`src/rtl/lcd_cmd_sequencer.sv`:
```
// LCD command sequencer: queues CPU command words in a small FIFO and feeds
// them one at a time to the LCD engine, waiting for the engine's finish edge
// or a timeout before starting the next one.
module lcd_cmd_sequencer #(
  parameter int CMD_W = 31,
  parameter int DEPTH = 4,
  parameter int TO_W  = 20
) (
  input  logic                     clk,
  input  logic                     rstn_LCD_en,
  input  logic                     cmd_valid,
  input  logic [CMD_W-1:0]         cmd_data,
  output logic                     cmd_ready,
  input  logic                     abort,
  input  logic                     clr_err,
  output logic                     eng_en,
  output logic [CMD_W-1:0]         eng_cmd,
  input  logic                     eng_finish,
  output logic                     LCD_Flag,
  output logic                     busy,
  output logic [$clog2(DEPTH):0]   count,
  output logic                     done_pulse,
  output logic                     timeout_err
);

  localparam int AW = $clog2(DEPTH);
  localparam int CW = AW + 1;
  localparam logic [CW-1:0]   FULL_CNT = CW'(DEPTH);
  // Counter value from which the next RUN edge reaches the 2^TO_W-1 limit.
  localparam logic [TO_W-1:0] TO_LAST  = {{(TO_W-1){1'b1}}, 1'b0};

  typedef enum logic [2:0] {IDLE, LOAD, RUN, DONE, TMO} state_e;

  state_e            state_q, state_d;
  logic [CMD_W-1:0]  mem [DEPTH];
  logic [AW-1:0]     wr_ptr_q, rd_ptr_q;
  logic [CW-1:0]     count_q;
  logic [CMD_W-1:0]  eng_cmd_q;
  logic [TO_W-1:0]   tmo_cnt_q;
  logic              fin_prev_q;
  logic              timeout_err_q;

  logic push, pop, fin_rise, tmo_hit;

  assign cmd_ready = (count_q < FULL_CNT);
  assign push      = cmd_valid & cmd_ready & ~abort;
  assign pop       = (state_q == IDLE) & (count_q != '0) & ~abort;
  assign fin_rise  = eng_finish & ~fin_prev_q;
  // Completion in the same cycle wins over the timeout.
  assign tmo_hit   = (state_q == RUN) & ~fin_rise & (tmo_cnt_q == TO_LAST);

  assign count       = count_q;
  assign eng_cmd     = eng_cmd_q;
  assign timeout_err = timeout_err_q;
  assign LCD_Flag    = eng_en;

  // State register.
  always_ff @(posedge clk or negedge rstn_LCD_en) begin
    if (!rstn_LCD_en) state_q <= IDLE;
    else              state_q <= state_d;
  end

  // Next-state logic; abort overrides every transition.
  always_comb begin
    state_d = state_q;
    if (abort) begin
      state_d = IDLE;
    end else begin
      unique case (state_q)
        IDLE: if (pop) state_d = LOAD;
        LOAD: state_d = RUN;
        RUN: begin
          if (fin_rise)     state_d = DONE;
          else if (tmo_hit) state_d = TMO;
        end
        DONE:    state_d = IDLE;
        TMO:     state_d = IDLE;
        default: state_d = IDLE;
      endcase
    end
  end

  // State-decoded outputs.
  always_comb begin
    eng_en     = 1'b0;
    done_pulse = 1'b0;
    busy       = 1'b1;
    unique case (state_q)
      IDLE:    busy = 1'b0;
      RUN:     eng_en = 1'b1;
      DONE:    done_pulse = 1'b1;
      default: ;
    endcase
  end

  // FIFO storage; contents need no reset since pointers qualify them.
  always_ff @(posedge clk) begin
    if (push) mem[wr_ptr_q] <= cmd_data;
  end

  // FIFO pointers and occupancy; power-of-two depth lets pointers wrap naturally.
  always_ff @(posedge clk or negedge rstn_LCD_en) begin
    if (!rstn_LCD_en) begin
      wr_ptr_q <= '0;
      rd_ptr_q <= '0;
      count_q  <= '0;
    end else if (abort) begin
      wr_ptr_q <= '0;
      rd_ptr_q <= '0;
      count_q  <= '0;
    end else begin
      if (push) wr_ptr_q <= wr_ptr_q + AW'(1);
      if (pop)  rd_ptr_q <= rd_ptr_q + AW'(1);
      unique case ({push, pop})
        2'b10:   count_q <= count_q + CW'(1);
        2'b01:   count_q <= count_q - CW'(1);
        default: ;
      endcase
    end
  end

  // Command register: loaded on the IDLE pop, held until the next pop.
  always_ff @(posedge clk or negedge rstn_LCD_en) begin
    if (!rstn_LCD_en) eng_cmd_q <= '0;
    else if (pop)     eng_cmd_q <= mem[rd_ptr_q];
  end

  // Timeout counter: cleared in LOAD, counts every RUN cycle.
  always_ff @(posedge clk or negedge rstn_LCD_en) begin
    if (!rstn_LCD_en)          tmo_cnt_q <= '0;
    else if (state_q == LOAD)  tmo_cnt_q <= '0;
    else if (state_q == RUN)   tmo_cnt_q <= tmo_cnt_q + TO_W'(1);
  end

  // Finish history for rising-edge detection; a level held across RUN entry is not an edge.
  always_ff @(posedge clk or negedge rstn_LCD_en) begin
    if (!rstn_LCD_en) fin_prev_q <= 1'b0;
    else              fin_prev_q <= eng_finish;
  end

  // Sticky timeout flag: set on entry to TMO (set beats clear), untouched by abort.
  always_ff @(posedge clk or negedge rstn_LCD_en) begin
    if (!rstn_LCD_en)          timeout_err_q <= 1'b0;
    else if (tmo_hit && !abort) timeout_err_q <= 1'b1;
    else if (clr_err)          timeout_err_q <= 1'b0;
  end

endmodule

```
`config.mk`:
```
export PLATFORM = sky130hd
export DESIGN_NAME = lcd_cmd_sequencer
export DESIGN_NICKNAME = d
export VERILOG_FILES = /design/src/rtl/lcd_cmd_sequencer.sv
export SDC_FILE = /design/constraint.sdc
export NUM_CORES = 1
export LEC_CHECK = 0
export ABC_AREA = 1
export CORE_ASPECT_RATIO = 0.9
export CORE_MARGIN = 5
export CORE_UTILIZATION = 50
export DETAILED_ROUTE_END_ITERATION = 7
export PLACE_DENSITY = 0.81
export SYNTH_ARGS = -nofsm -noshare
export SYNTH_HDL_FRONTEND = slang
export SYNTH_SLANG_ARGS = --single-unit
```
`constraint.sdc`:
```
create_clock -name clk -period 2.9 [get_ports clk]
set_clock_uncertainty 0.1 [all_clocks]
set_input_delay 0.29 -clock clk [delete_from_list [all_inputs] [get_ports clk]]
set_output_delay 0.29 -clock clk [all_outputs]
set_load 0.03 [all_outputs]
```
### After elaboration in Yosys (flattened, before gate mapping)

Memory sizes are Yosys's and may differ from the RTL's. A register that Yosys moved wholly into a read port is not among the register bits.
Cells that the tools add are included.

| word-level totals | value |
|---|---|
| output and inout bits | 40 |
| latch bits | 0 |
| RAM bits | 124 |
| bits of input ports | 37 |
| register bits after elaboration | 32 |
| memory bits (read-only) | 0 |
| memories kept | 1 |

Memory list:

| memory | depth | bits a word | read ports | clocked after memory_dff | write ports | line | source |
|---|---|---|---|---|---|---|---|
| mem | 4 | 31 | 1 | 1 | 1 | 35 | `logic [CMD_W-1:0] mem [DEPTH];` |

| cells by class | value |
|---|---|
| reductions and logical operators | 11 |
| add/subtract/negate cells | 5 |
| order comparisons | 1 |
| mux-type cells | 20 |
| $mul | 0 |
| shift-type cells | 0 |
| eq/ne operators | 8 |
| bitwise logic cells | 10 |
| divide/modulo/power cells | 0 |

Operator list:

| operator | number |
|---|---|
| 2-to-1 mux 20 bit | 2 |
| adder 20 x 1 -> 20 bit, second input constant | 1 |
| == test 20 bit, second input constant | 1 |
| 2-to-1 mux 3 bit | 5 |
| one-hot mux 3 bit (3 select lines) | 1 |
| 2-to-1 mux 2 bit | 4 |
| nonzero test 2 bit | 4 |
| bitwise AND 1 bit | 7 |
| 2-to-1 mux 1 bit | 7 |
| == test 3 x 2 -> 1 bit, second input constant | 2 |
| one-hot mux 3 bit (2 select lines) | 1 |
| nonzero test 3 bit | 2 |
| adder 2 x 1 -> 2 bit, second input constant | 2 |
| inequality test 4 bit, second input constant | 1 |
| adder 3 x 1 -> 3 bit, second input constant | 1 |
| == test 3 x 1 -> 1 bit, second input constant | 1 |
| zero test 3 bit | 1 |
| less-than comparator 3 bit, second input constant | 1 |
| inequality test 3 bit, second input constant | 1 |
| NOT 1 bit | 3 |
| subtractor 3 x 1 -> 3 bit, second input constant | 1 |
| == test 2 x 1 -> 1 bit, second input constant | 1 |
| == test 2 bit, second input constant | 1 |
| zero test 1 bit | 2 |
| 2 further kinds | 2 |

### Depth between registers and ports, before layout

| depth | value |
|---|---|
| word-level depth | 9 |
| depth in mapped cells | 10 |

### Least setup slack after synthesis

No wires, ideal clock.

| timing | value |
|---|---|
| path type | register -> register |
| start | register count_q[2], in the netlist count[2] |
| end | memory mem[0][0] (enable) |
| required time | 2.381 ns |
| library setup time | 0.419 ns |
| period minus slack after synthesis | 2.782 ns |
| data arrival time | 2.263 ns |
| path buffers | 0 |
| stages on the path, launching flop included | 4 |
| path slack | 0.118 ns |
| path through | dfrtp_1 -> nor3_1 -> inv_1 -> nor2_1 |

| between the ends | value |
|---|---|
| cells in the longest elaborated chain, start to end | 5 |

Ends and longest elaborated chain:

| item | line | source |
|---|---|---|
| start, declared | 37 | `logic [CW-1:0] count_q;` |
| start signal, assigned | 115 | `2'b10: count_q <= count_q + CW'(1);` |
| start signal, assigned | 116 | `2'b01: count_q <= count_q - CW'(1);` |
| less-than comparator 3 bit | 45 | `assign cmd_ready = (count_q < FULL_CNT);` |
| bitwise AND 1 bit (2 in series) | 46 | `assign push = cmd_valid & cmd_ready & ~abort;` |
| 2-to-1 mux 1 bit | 98 | `if (push) mem[wr_ptr_q] <= cmd_data;` |
| 2-to-1 mux 1 bit (implied by the code) | 98 |  |
| end, declared | 35 |  |

Every way passes these cells.

### Worst setup path after layout

| timing | value |
|---|---|
| start | register state_q[0] |
| end | output LCD_Flag |

| between the ends | value |
|---|---|
| cells in the longest elaborated chain, start to end | 2 |

Ends and longest elaborated chain:

| item | line | source |
|---|---|---|
| start, declared | 34 | `state_e state_q, state_d;` |
| start signal, assigned | 60 | `else state_q <= state_d;` |
| == test 3 x 2 -> 1 bit | 88 | `unique case (state_q)` |
| 2-to-1 mux 1 bit | 88 |  |
| end, declared | 19 | `output logic LCD_Flag,` |

Every way passes these cells.

==> impl_metrics.json <==
{
  "synth_edf_count": 124,
  "clkPwrFrac_pct": 25.6,
  "swShare_pct": 36.13,
  "avgSynthCellArea_um2": 11.05,
  "synthFlopType": "edfxtp_1",
  "setup_ws_ns": 0.5274,
  "r2r_start": "state_q[1]",
  "rows": 42,
  "worstSetupStartpoint": "state_q[0]",
  "area_delta_synth_final_pct": 21.21,
  "fmax_mhz": 421.5,
  "synth_common_cells": "nand2_1, edfxtp_1, nor2_1",
  "async_flop_share_pct": 33.69,
  "vias_per_cell": 5.305,
  "syn_area_um2": 7639,
  "antenna_found_initial": 0,
  "slew_headroom_pct": 52.74,
  "crit_fanout": 10,
  "path_class": "reg2out",
  "synthTopCellsByArea": "edfxtp_1, dfrtp_1, nand2_1",
  "worstPathArrival_ns": 1.98,
  "netlist.area_leader.share_pct": 48.75,
  "fin_crit_sh_pct": 81.81,
  "grt_max_degree": 64,
  "max_stage_delay_ns": 0.68,
  "status": "finished clean",
  "slew_violations": 0,
  "p_switching_w": 0.003111,
  "ir_drop_uv": 670.8,
  "pwr-share-seq_pct": 40.1,
  "vias": 5231,
  "hold_violations": 0,
  "placed_cell_area_um2": 8688,
  "insertion_delay_ns": 0.43,
  "wirelength_um": 15750,
  "drive_above_1_share_pct": 8.503,
  "grt.overflow.total": 0,
  "synth-seq-cells": 187,
  "portBuffers": 76,
  "path_cells": "inv_2 > nand3_4 > inv_1 > clkdlybuf4s50_1",
  "startpoint_type": "register",
  "setup_viol": 0,
  "rsz0062_at_grt": "false",
  "cts_made_buffers": 17,
  "placed_cells": 953,
  "fin_util_pct": 62.26,
  "p_int_w": 0.005499,
  "r2r_slack_ns": 0.73,
  "hold_path_depth": 1,
  "grt_pass1_vias": 5093,
  "fill_cells": 1110,
  "critPathCaptureType": "primary output",
  "drv_cap": 0,
  "final-seq-area_um2": 5301,
  "num_antenna_cells": 0,
  "power_frac_comb_pct": 34.3,
  "required_ns": 2.51,
  "first_pass_iters": 5,
  "globalplace.congestion": 0.8399,
  "synth_top_area_cell": "edfxtp_1",
  "setup_tns_ns": 0,
  "htree_num_levels": 4,
  "yosysMostFrequentCell": "nand2_1",
  "rr_endpoint": "eng_cmd[21]",
  "wl_per_cell_um": 15.97,
  "post-place-ws_ns": 0.4140,
  "syn_inst": 691,
  "stdcell_area_um2": 9259,
  "reg2regPathDepth": 7,
  "synth_cell_types": 34,
  "ant_nets": 0,
  "die_area_um2": 17850,
  "cts_sinks": 187,
  "drtIter0Drc": 555,
  "drc_errors": 0,
  "hold_path.class": "in2reg",
  "grtUsageTotal_pct": 18.36,
  "min_to": "fin_prev_q",
  "final_cells": 986,
  "grt_first_pass_wirelength_um": 25640,
  "worstMarginPinSlew_ns": 0.7090,
  "slowest_stage": "clkdlybuf4s50_1",
  "cts_resized": 0,
  "yosysWarningCount": 0,
  "clock_path_buffers": 2,
  "dp_hpwl_um": 9983,
  "ios": 77,
  "synth_nets": 735,
  "multi_input_area_um2": 2069,
  "period_minus_slack_ns": 2.373,
  "cts.clk_slew.worst_paths_ns": 0.06,
  "yosysSeqAreaShare_pct": 69.39,
  "chipHeight_um": 127.3,
  "cts_tree": "yes",
  "hold_start": "eng_finish",
  "cts-root-buf": "clkbuf_16",
  "core_um2": 14870,
  "power_leakage_nw": 3.619,
  "power.density_nw_per_um2": 930.0,
  "layout.nets": 819,
  "initial_core_util_pct": 51.36,
  "die-width_um": 140.3
}
logic make-up (layout without fill, tap and decap cells):
kind of cell / Yosys count / count (layout) / share of synthesized area [%]
XOR/XNOR: 1 / 1 / 0.1147
adder cells (fa/ha/maj): 7 / 7 / 1.245
buffers and inverters: 74 / 171 / 3.915
flip-flops: 187 / 187 / 69.39
AND/OR/NAND/NOR: 300 / 300 / 16.74
AO/OA/AOI/OAI: 122 / 122 / 8.600
sequential cells by signal, summed over array words and instances (netlist names):
register,count
mem,124
eng_cmd,31
rd_ptr_q,2
wr_ptr_q,2
tmo_cnt_q,20
fin_prev_q,1
timeout_err,1
state_q,3
count,3
worst max-delay path by stage:
stage                     depth (start not counted)         end  slack [ns]
final                                             4    LCD_Flag        0.53
after global routing                              4      eng_en        0.44
after CTS                                         4    LCD_Flag        0.50
after detailed placement                          5  mem[2][27]        0.41
after global placement                            5  mem[2][19]        0.48
after floorplan                                   3   mem[0][0]        0.12
critical path: cells and delay by family (launching register included):
| kind | cells | cell delay, ns |
|---|---|---|
| buf+inv | 3 | 0.93 |
| flops | 1 | 0.45 |
| simple gates | 1 | 0.16 |
layout by cell type, fill, tap and decap left out, drive strengths merged, types with 9 or more instances in the layout:
| master | netlist | routed |
|---|---|---|
| clkbuf | 15 | 24 |
| inv | 46 | 49 |
| dfrtp | 63 | 63 |
| nand2 | 152 | 152 |
| a21oi | 9 | 9 |
| o21ai | 80 | 80 |
| nor2 | 104 | 104 |
| o22ai | 32 | 32 |
| buf | 12 | 16 |
| nor3 | 11 | 11 |
| clkdlybuf4s50 | 0 | 75 |
| edfxtp | 124 | 124 |
| nand3 | 22 | 22 |
final cells by class:
class | instances | share of cell area [%]
Tap cell | 198 | 2.676
Sequential cell | 187 | 57.26
Clock inverter | 8 | 0.9595
Clock buffer | 24 | 5.095
Inverter | 47 | 1.905
Timing Repair Buffer | 92 | 9.757
Multi-Input combinational cell | 430 | 22.35
routing by layer:
layer / up-vias / track usage (%) / wire [um]
li1: 2524 / - / -
met3: 24 / 5.381 / 1133
met5: - / 0 / 0
met1: 2489 / 24.86 / 6772
met4: 0 / 5.242 / 225
met2: 194 / 29.25 / 7614
timing repair:
item                                   CTS  global route
endpoints found under the hold margin   27             0
hold buffers                             1             0
setup buffers                            0             0
power groups by stage:
stage | clock, W | combinational [W] | sequential [W]
2_1_floorplan | 0 | 0.00148 | 0.00392
3_3_place_gp | 0 | 0.00291 | 0.00350
3_5_place_dp | 0 | 0.00297 | 0.00350
4_1_cts | 0.00223 | 0.00299 | 0.00346
5_1_grt | 0.00236 | 0.00325 | 0.00351
6_report | 0.00220 | 0.00295 | 0.00346
through the flow:
stage	power (W)	hold slack, ns
global route	0.009119	0.2394
detailed placement	0.006467	0.2777
CTS	0.008672	0.2432
global placement	0.006414	0.2573
floorplan	0.005394	-0.1056
finish	0.008610	0.2566
(Power assumes the default switching activity.)
